==> config.mk <==
export PLATFORM = sky130hd
export DESIGN_NAME = schiebe_steuerwerk
export DESIGN_NICKNAME = d
export VERILOG_FILES = /design/src/rtl/schiebe_steuerwerk.sv
export SDC_FILE = /design/constraint.sdc
export NUM_CORES = 1
export LEC_CHECK = 0
export CORE_MARGIN = 4
export CORE_UTILIZATION = 40
export DETAILED_ROUTE_END_ITERATION = 8
export PLACE_DENSITY = 0.77
export SETUP_SLACK_MARGIN = 0.05
export SLEW_MARGIN = 20
export SYNTH_ARGS = -nofsm -noshare
export SYNTH_HDL_FRONTEND = slang
export SYNTH_SLANG_ARGS = --single-unit
==> constraint.sdc <==
create_clock -name Takt -period 1.7 [get_ports Takt]
set_clock_uncertainty 0.2 [all_clocks]
set_input_delay 0.51 -clock Takt [delete_from_list [all_inputs] [get_ports Takt]]
set_output_delay 0.51 -clock Takt [all_outputs]
set_load 0.01 [all_outputs]
==> src/rtl/schiebe_steuerwerk.sv <==
// rtl/schiebe_steuerwerk.sv - two-stage shift/rotate sequencer around an external barrel rotator
// Optional carry/zero flags: SCHIEBER_FLAGS_EN
module schiebe_steuerwerk #(
    parameter int BREITE     = 32,
    parameter int LOG2BREITE = 5
) (
    input  logic                  Takt,
    input  logic                  nReset,
    input  logic                  EingabeGueltig,
    output logic                  EingabeBereit,
    input  logic [2:0]            Operation,
    input  logic [BREITE-1:0]     Zahl,
    input  logic [LOG2BREITE-1:0] Stellen,
    output logic [BREITE-1:0]     RotZahl,
    output logic [LOG2BREITE-1:0] RotStellen,
    output logic                  RotRechts,
    input  logic [BREITE-1:0]     RotErgebnis,
    output logic [BREITE-1:0]     Ergebnis,
    output logic                  Uebertrag,
    output logic                  Null,
    output logic                  Fehler,
    output logic                  AusgabeGueltig,
    input  logic                  AusgabeBereit
);

    localparam logic [2:0] OP_SLL = 3'b000;
    localparam logic [2:0] OP_SRL = 3'b001;
    localparam logic [2:0] OP_SRA = 3'b010;
    localparam logic [2:0] OP_ROL = 3'b011;
    localparam logic [2:0] OP_ROR = 3'b100;

    localparam logic [BREITE-1:0] ALLE_EINS = {BREITE{1'b1}};

    // Stage 1 registers
    logic                  s1_valid_q, s1_valid_d;
    logic [BREITE-1:0]     s1_zahl_q, s1_zahl_d;
    logic [LOG2BREITE-1:0] s1_stellen_q, s1_stellen_d;
    logic [2:0]            s1_op_q, s1_op_d;

    // Stage 2 registers
    logic                  s2_valid_q, s2_valid_d;
    logic [BREITE-1:0]     s2_ergebnis_q, s2_ergebnis_d;
    logic                  s2_fehler_q, s2_fehler_d;

    logic                  advance1;
    logic                  in_fire;
    logic [BREITE-1:0]     maske;
    logic [BREITE-1:0]     ergebnis_c;
    logic                  fehler_c;

    always_comb begin
        advance1      = !s2_valid_q || AusgabeBereit;
        EingabeBereit = !s1_valid_q || advance1;
        in_fire       = EingabeGueltig && EingabeBereit;
    end

    always_comb begin
        s1_valid_d   = s1_valid_q;
        s1_zahl_d    = s1_zahl_q;
        s1_stellen_d = s1_stellen_q;
        s1_op_d      = s1_op_q;
        if (in_fire) begin
            s1_valid_d   = 1'b1;
            s1_zahl_d    = Zahl;
            s1_stellen_d = Stellen;
            s1_op_d      = Operation;
        end else if (advance1) begin
            s1_valid_d   = 1'b0;
        end
    end

    always_ff @(posedge Takt or negedge nReset) begin
        if (!nReset) begin
            s1_valid_q   <= 1'b0;
            s1_zahl_q    <= '0;
            s1_stellen_q <= '0;
            s1_op_q      <= OP_SLL;
        end else begin
            s1_valid_q   <= s1_valid_d;
            s1_zahl_q    <= s1_zahl_d;
            s1_stellen_q <= s1_stellen_d;
            s1_op_q      <= s1_op_d;
        end
    end

    always_comb begin
        RotZahl    = s1_zahl_q;
        RotStellen = s1_stellen_q;
        RotRechts  = (s1_op_q == OP_SRL) || (s1_op_q == OP_SRA) || (s1_op_q == OP_ROR);
    end

    // Shifts are rotations with the wrapped-around bits masked off (or sign-filled for SRA)
    always_comb begin
        maske      = ALLE_EINS;
        ergebnis_c = '0;
        fehler_c   = 1'b0;
        case (s1_op_q)
            OP_SLL: begin
                maske      = ALLE_EINS << s1_stellen_q;
                ergebnis_c = RotErgebnis & maske;
            end
            OP_SRL: begin
                maske      = ALLE_EINS >> s1_stellen_q;
                ergebnis_c = RotErgebnis & maske;
            end
            OP_SRA: begin
                maske      = ALLE_EINS >> s1_stellen_q;
                ergebnis_c = (RotErgebnis & maske) | (s1_zahl_q[BREITE-1] ? ~maske : '0);
            end
            OP_ROL, OP_ROR: begin
                ergebnis_c = RotErgebnis;
            end
            default: begin
                fehler_c   = 1'b1;
            end
        endcase
    end

    always_comb begin
        s2_valid_d    = s2_valid_q;
        s2_ergebnis_d = s2_ergebnis_q;
        s2_fehler_d   = s2_fehler_q;
        if (advance1) begin
            s2_valid_d = s1_valid_q;
            if (s1_valid_q) begin
                s2_ergebnis_d = ergebnis_c;
                s2_fehler_d   = fehler_c;
            end
        end
    end

    always_ff @(posedge Takt or negedge nReset) begin
        if (!nReset) begin
            s2_valid_q    <= 1'b0;
            s2_ergebnis_q <= '0;
            s2_fehler_q   <= 1'b0;
        end else begin
            s2_valid_q    <= s2_valid_d;
            s2_ergebnis_q <= s2_ergebnis_d;
            s2_fehler_q   <= s2_fehler_d;
        end
    end

    always_comb begin
        AusgabeGueltig = s2_valid_q;
        Ergebnis       = s2_ergebnis_q;
        Fehler         = s2_fehler_q;
    end

`ifdef SCHIEBER_FLAGS_EN
    localparam logic [LOG2BREITE-1:0] STELLEN_NULL = '0;
    localparam logic [LOG2BREITE-1:0] STELLEN_EINS = {{(LOG2BREITE-1){1'b0}}, 1'b1};

    logic                  s2_uebertrag_q, s2_uebertrag_d;
    logic                  s2_null_q, s2_null_d;
    logic                  uebertrag_c;
    logic [LOG2BREITE-1:0] idx_links;
    logic [LOG2BREITE-1:0] idx_rechts;

    // BREITE is a power of two, so BREITE-Stellen wraps to 0 - Stellen
    always_comb begin
        idx_links   = STELLEN_NULL - s1_stellen_q;
        idx_rechts  = s1_stellen_q - STELLEN_EINS;
        uebertrag_c = 1'b0;
        if (s1_stellen_q != STELLEN_NULL) begin
            case (s1_op_q)
                OP_SLL:         uebertrag_c = s1_zahl_q[idx_links];
                OP_SRL, OP_SRA: uebertrag_c = s1_zahl_q[idx_rechts];
                OP_ROL:         uebertrag_c = ergebnis_c[0];
                OP_ROR:         uebertrag_c = ergebnis_c[BREITE-1];
                default:        uebertrag_c = 1'b0;
            endcase
        end
    end

    always_comb begin
        s2_uebertrag_d = s2_uebertrag_q;
        s2_null_d      = s2_null_q;
        if (advance1 && s1_valid_q) begin
            s2_uebertrag_d = uebertrag_c;
            s2_null_d      = (ergebnis_c == '0);
        end
    end

    always_ff @(posedge Takt or negedge nReset) begin
        if (!nReset) begin
            s2_uebertrag_q <= 1'b0;
            s2_null_q      <= 1'b0;
        end else begin
            s2_uebertrag_q <= s2_uebertrag_d;
            s2_null_q      <= s2_null_d;
        end
    end

    always_comb begin
        Uebertrag = s2_uebertrag_q;
        Null      = s2_null_q;
    end
`else
    always_comb begin
        Uebertrag = 1'b0;
        Null      = 1'b0;
    end
`endif

endmodule
== Word level (Yosys, flattened, before mapping) ==
Cells that the tools add are included.
Word-level totals
  bits in registers: 75
  output and inout port bits: 75
  word-level logic and storage cells: 34
Operators by class
  equality and inequality tests: 4
  shift-type cells: 2
  mux-type cells: 5
  bitwise gates (word level): 4
  reduce and logical (&&, ||, !) cells: 12
Operators with widths (count)
  case mux 32 bit (4 select lines): 1
  AND 32 bit: 2
  2-to-1 mux 32 bit: 1
  NOT 32 bit: 1
  OR 32 bit: 1
  left shift 32 x 5 -> 32 bit, first input constant: 1
  right shift 32 x 5 -> 32 bit, first input constant: 1
  == test 3 x 2 -> 1 bit, second input constant: 2
  OR reduction 5 bit: 1
  logical OR 1 bit: 4
  == test 3 x 1 -> 1 bit, second input constant: 1
  == test 3 bit, second input constant: 1
  logical NOT 3 bit: 1
  2-to-1 mux 1 bit: 3
  logical NOT 1 bit: 2
  AND reduction 2 bit: 1
  nonzero test 2 bit: 1
  OR reduction 2 bit: 1
  logical AND 1 bit: 1

== Longest topological paths before layout ==
Gate-level depths: netlist of the first run.
  depth in word-level cells: 5
  depth in mapped cells: 7
  gate-level depth less buffers: 5

== Worst setup path before layout of the first run ==
No wires, ideal clock.
  kind: reg2reg
  start: register s1_stellen_q[1], in the netlist RotStellen[1]
  end: register s2_ergebnis_q[31], in the netlist Ergebnis[31]
  setup time: 128 ps
  arrival: 1478 ps
  data required time: 1372 ps
  slack: -106 ps
  cell stages (with the launch flop): 7
  clock period less this slack: 1806 ps
  cell sequence: dfrtp_1 buf_6 or4_4 o21ai_0 a21oi_1 a21oi_1 o21ai_2
Between the ends
  cells in the longest elaborated chain, start to end: 5
  elaborated cells on any way between the ends: 8
RTL lines
  from (decl): line 37  | logic [LOG2BREITE-1:0] s1_stellen_q, s1_stellen_d;
  from (signal assigned): line 81  | s1_stellen_q <= s1_stellen_d;
  right shift 32 x 5 -> 32 bit: line 103, 107
  NOT 32 bit: line 108  | ergebnis_c = (RotErgebnis & maske) | (s1_zahl_q[BREITE-1] ? ~maske : '0);
  2-to-1 mux 32 bit: line 108
  OR 32 bit: line 108
  case mux 32 bit (4 select lines) (*): line 97  | case (s1_op_q)
  to (signal assigned): line 139  | s2_ergebnis_q <= s2_ergebnis_d;
  to (decl): line 42  | logic [BREITE-1:0] s2_ergebnis_q, s2_ergebnis_d;
Mark *: on every way between the ends. The rest lies on a longest branch, timed or not.
A chain may end at the register's enable or synchronous reset.

== Worst setup path in the final report of the first run ==
  start: register s1_op_q[0]
  end: register s2_ergebnis_q[15], in the netlist Ergebnis[15]
Between the ends
  cells in the longest elaborated chain, start to end: 3
  elaborated cells on any way between the ends: 7
RTL lines
  from (decl): line 38  | logic [2:0] s1_op_q, s1_op_d;
  from (signal assigned): line 82  | s1_op_q <= s1_op_d;
  == test 3 bit / == test 3 x 2 -> 1 bit (equally long branches): line 97
  OR reduction 2 bit: line 97
  case mux 32 bit (4 select lines) (*): line 97
Marked as above.

==> results of run 1 <==
worst min-delay path, stage by stage, from the launching register on:
cell	delay, ns
dfrtp_1	0.34
nand2_1	0.05
o21ai_1	0.06
power breakdown:
group | internal, mW | switching [mW] | total [mW]
clock network | 0.563 | 0.679 | 1.24
logic | 1.57 | 1.50 | 3.07
registers | 2.11 | 0.201 | 2.31
total | 4.24 | 2.38 | 6.62
per-stage QoR:
step	setup slack, ns	utilization
final	-0.416	0.706
after global placement	-0.660	0.635
after CTS	-0.369	0.664
after detailed placement	-0.662	0.635
after global routing	-0.454	0.706
after floorplan	-0.0702	-
flip-flops by register name, indices dropped and copies added (netlist names):
signal          cells
AusgabeGueltig      1
Fehler              1
Ergebnis           32
s1_op_q             3
RotStellen          5
RotZahl            32
s1_valid_q          1
Yosys cell counts (all sizes together) (4+ instances only):
master	n
dfrtp	75
nand2	63
mux2	40
o21ai	30
nor2	29
buf	26
a21oi	19
a22oi	18
o2111ai	13
nand2b	9
clkbuf	8
nand3	8
nor2b	8
a32oi	5
nor3	5
mux2i	4
o211ai	4
o221ai	4
layer usage:
| metal | share of wire | wire (um) |
|---|---|---|
| met5 | 0 | 0 |
| met4 | 0.040 | 638 |
| met3 | 0.11 | 1670 |
| met2 | 0.49 | 7800 |
| met1 | 0.36 | 5790 |
layout make-up:
class	instances	area share
Clock inverter	4	0.00399
Tap cell	133	0.0241
Clock buffer	11	0.0205
Timing Repair Buffer	277	0.344
Sequential cell	75	0.273
Inverter	2	0.00109
Multi-Input combinational cell	300	0.333
cells by family after synthesis:
| group | Yosys count | synth area share |
|---|---|---|
| compound gates | 113 | 0.194 |
| fa+ha+maj | 1 | 0.00249 |
| buf+inv | 36 | 0.0489 |
| flops | 75 | 0.468 |
| mux | 44 | 0.122 |
| other cells | 1 | 0.000934 |
| simple gates | 140 | 0.164 |
worst max-delay path by stage:
stage / startpoint / end / slack [ns] / depth (start not counted)
after global placement: AusgabeBereit / EingabeBereit / -0.66 / 3
after floorplan: RotStellen[1]$_DFFE_PN0P_ / Ergebnis[31]$_DFFE_PN0P_ / -0.07 / 6
after CTS: s1_op_q[1]$_DFFE_PN0P_ / RotRechts / -0.37 / 4
final: s1_op_q[0]$_DFFE_PN0P_ / Ergebnis[15]$_DFFE_PN0P_ / -0.42 / 7
after detailed placement: AusgabeBereit / EingabeBereit / -0.66 / 3
after global routing: s1_op_q[0]$_DFFE_PN0P_ / Ergebnis[15]$_DFFE_PN0P_ / -0.45 / 7
repair_timing:
| item | 4_1_cts | 5_1_grt |
|---|---|---|
| setup buffers | 33 | 14 |
| gates cloned | 0 | 4 |
| gates resized for setup | 359 | 59 |
| pin swaps | 15 | 18 |
| hold buffers | 1 | 0 |
| hold endpoints to repair | 75 | 0 |
| endpoints found under the setup margin | 145 | 67 |
==> results by group, run 1 <==
Route
  • Final ANT Viol Nets: 0
  • Via density: 5.61
  • Via Count: 4497
  • 1st-pass router iterations: 5
  • WL final: 15900 um
  • Drt wl/cell: 19.8 um
  • Post-route DRC: 0
  • Starting DRC count in detailed routing: 343

Layout
  • Commonest non-fill, non-tap cell in the layout: buf_4
  • Multi-input gate area: 2300 sq um
  • Register area: 1890 sq um
  • Antenna Cells: 0
  • Layout filler cell count: 719
  • Final #Nets: 741
  • Finished Cell Area: 6900 sq um
  • Ratio of cells with drive above 1 in the final layout: 0.480
  • Most frequent cells in the layout: buf_4, clkdlybuf4s50_1, dfrtp_1, buf_2, nand2_1
  • Area growth syn-to-layout: 71.9%
  • Final non-filler cell total: 802

Synth
  • Synthesis-stage register bit count: 75
  • Biggest area consumer among synthesized cells: dfrtp_1
  • Asr flop ratio synth: 1.00
  • Synth unique cells: 51
  • Mapped Cells: 410
  • Synth area leaders: dfrtp_1, mux2_2, nand2_1
  • Cell area after synthesis: 4010 sq um
  • Share of the synthesized area in the top cell type: 0.468
  • Synth Flop Type: dfrtp_1
  • Synth Warn #: 0
  • Sequential fraction of the synthesis area: 0.468
  • Number of synthesized flops with an enable pin: 0
  • Syn Area/Cell: 9.79 sq um

Hold path
  • Worst Hold Class: flip-flop to flip-flop
  • Hold Path Sink: Ergebnis[27]$_DFFE_PN0P_
  • Hold Path Depth: 2
  • Hold Path Origin: Ergebnis[27]$_DFFE_PN0P_

Setup path
  • Crit path launch type: flip-flop
  • Sequence of cells on the critical path: buf_4, buf_12, or2_4, a21oi_4, buf_6, o211ai_1, o311ai_1
  • Critical path endpoint category: flip-flop
  • Reg-to-reg slack, setup: -0.42 ns
  • Worst reg2reg path endpoint: Ergebnis[15]$_DFFE_PN0P_
  • Worst setup path category: flip-flop to flip-flop
  • Reg2reg path depth: 7
  • WP buf/inv: 3
  • Crit-path slowest cell: dfrtp_2
  • Critical register-to-register path startpoint: s1_op_q[0]$_DFFE_PN0P_
  • Crit Path Max Fanout: 12
  • Largest stage delay, worst path: 0.50 ns
  • Top Family by Delay on Critical Path: compound AO/OA/AOI/OAI gates
  • Crit path required time: 1.74 ns
  • Worst EP arrival: 2.16 ns

Timing
  • RSZ-0062 raised after global routing: yes
  • Max Fclk: 473 MHz
  • Period Utilization, post-route: 1.24
  • Final slew viol count: 0
  • Final Hold Viols: 0
  • Final setup fails: 37
  • Final worst slack: -0.416 ns
  • Fin Hold WS: 0.281 ns
  • Post-layout min period: 2.12 ns
  • Setup tns final: -10.15 ns

Clock tree
  • Num CTS Buffers: 9
  • Clk slew on worst S/H paths: 0.07 ns
  • Worst skew pair latency: 0.35 ns
  • CTS tree: done
  • Clk root buf: clkbuf_8
  • H-tree Lvls: 3
  • # clock sinks: 75
  • Clock Tree Buf Depth: 2

Die
  • Initial core utilization: 0.411
  • Rows: 36
  • Die area: 11700 sq um
  • Total core area: 9770 sq um
  • Vert. Die Dim: 108 um
  • Die W: 108 um
  • Number of I/O pins: 151

Pwr
  • VDD IR max: 0.558 mV
  • Leak: 3.19 nW
  • PD cells: 960 nW/um^2
  • Post-layout power: 6.62 mW

GRT
  • Initial antenna violation count: 0
  • GRT overflow: 0
  • Largest net degree at the start of global routing: 76
  • GR Util met2: 0.405
  • M3 GR Usage: 0.0788
  • GR met1 Demand/Resource: 0.299
  • Gr usage total: 0.248
  • Number of global-route vias before repair: 4482
  • First-pass GRT wire length: 22600 um
  • GR peak layer: met2

Place
  • Post-detail-place hpwl: 10400 um
  • Global placer's final weighted congestion: 0.922
  • Placed cells: 736
  • Port bufs: 148
  • Dpl cell area: 6210 sq um

Job
  • Max Cap Viol: 0

Outcome
  • Outcome: finished, violations left
  • Failing checks: setup timing
Power figures use the tool's default switching activity.
==> inputs of run 2 (changes only) <==
--- a/config.mk
+++ b/config.mk
@@ -10,7 +10,7 @@
 export DETAILED_ROUTE_END_ITERATION = 8
 export PLACE_DENSITY = 0.77
 export SETUP_SLACK_MARGIN = 0.05
-export SLEW_MARGIN = 20
+export SLEW_MARGIN = 25
 export SYNTH_ARGS = -nofsm -noshare
 export SYNTH_HDL_FRONTEND = slang
 export SYNTH_SLANG_ARGS = --single-unit
==> results of run 2 <==
No change in the layout: final DEF, timing and power equal those of run 1.
==> inputs of run 3 (changes only) <==
--- a/config.mk
+++ b/config.mk
@@ -5,6 +5,7 @@
 export SDC_FILE = /design/constraint.sdc
 export NUM_CORES = 1
 export LEC_CHECK = 0
+export ABC_CLOCK_PERIOD_IN_PS = 1700
 export CORE_MARGIN = 4
 export CORE_UTILIZATION = 40
 export DETAILED_ROUTE_END_ITERATION = 8
==> results of run 3 <==
No change in the layout: final DEF, timing and power equal those of run 1.
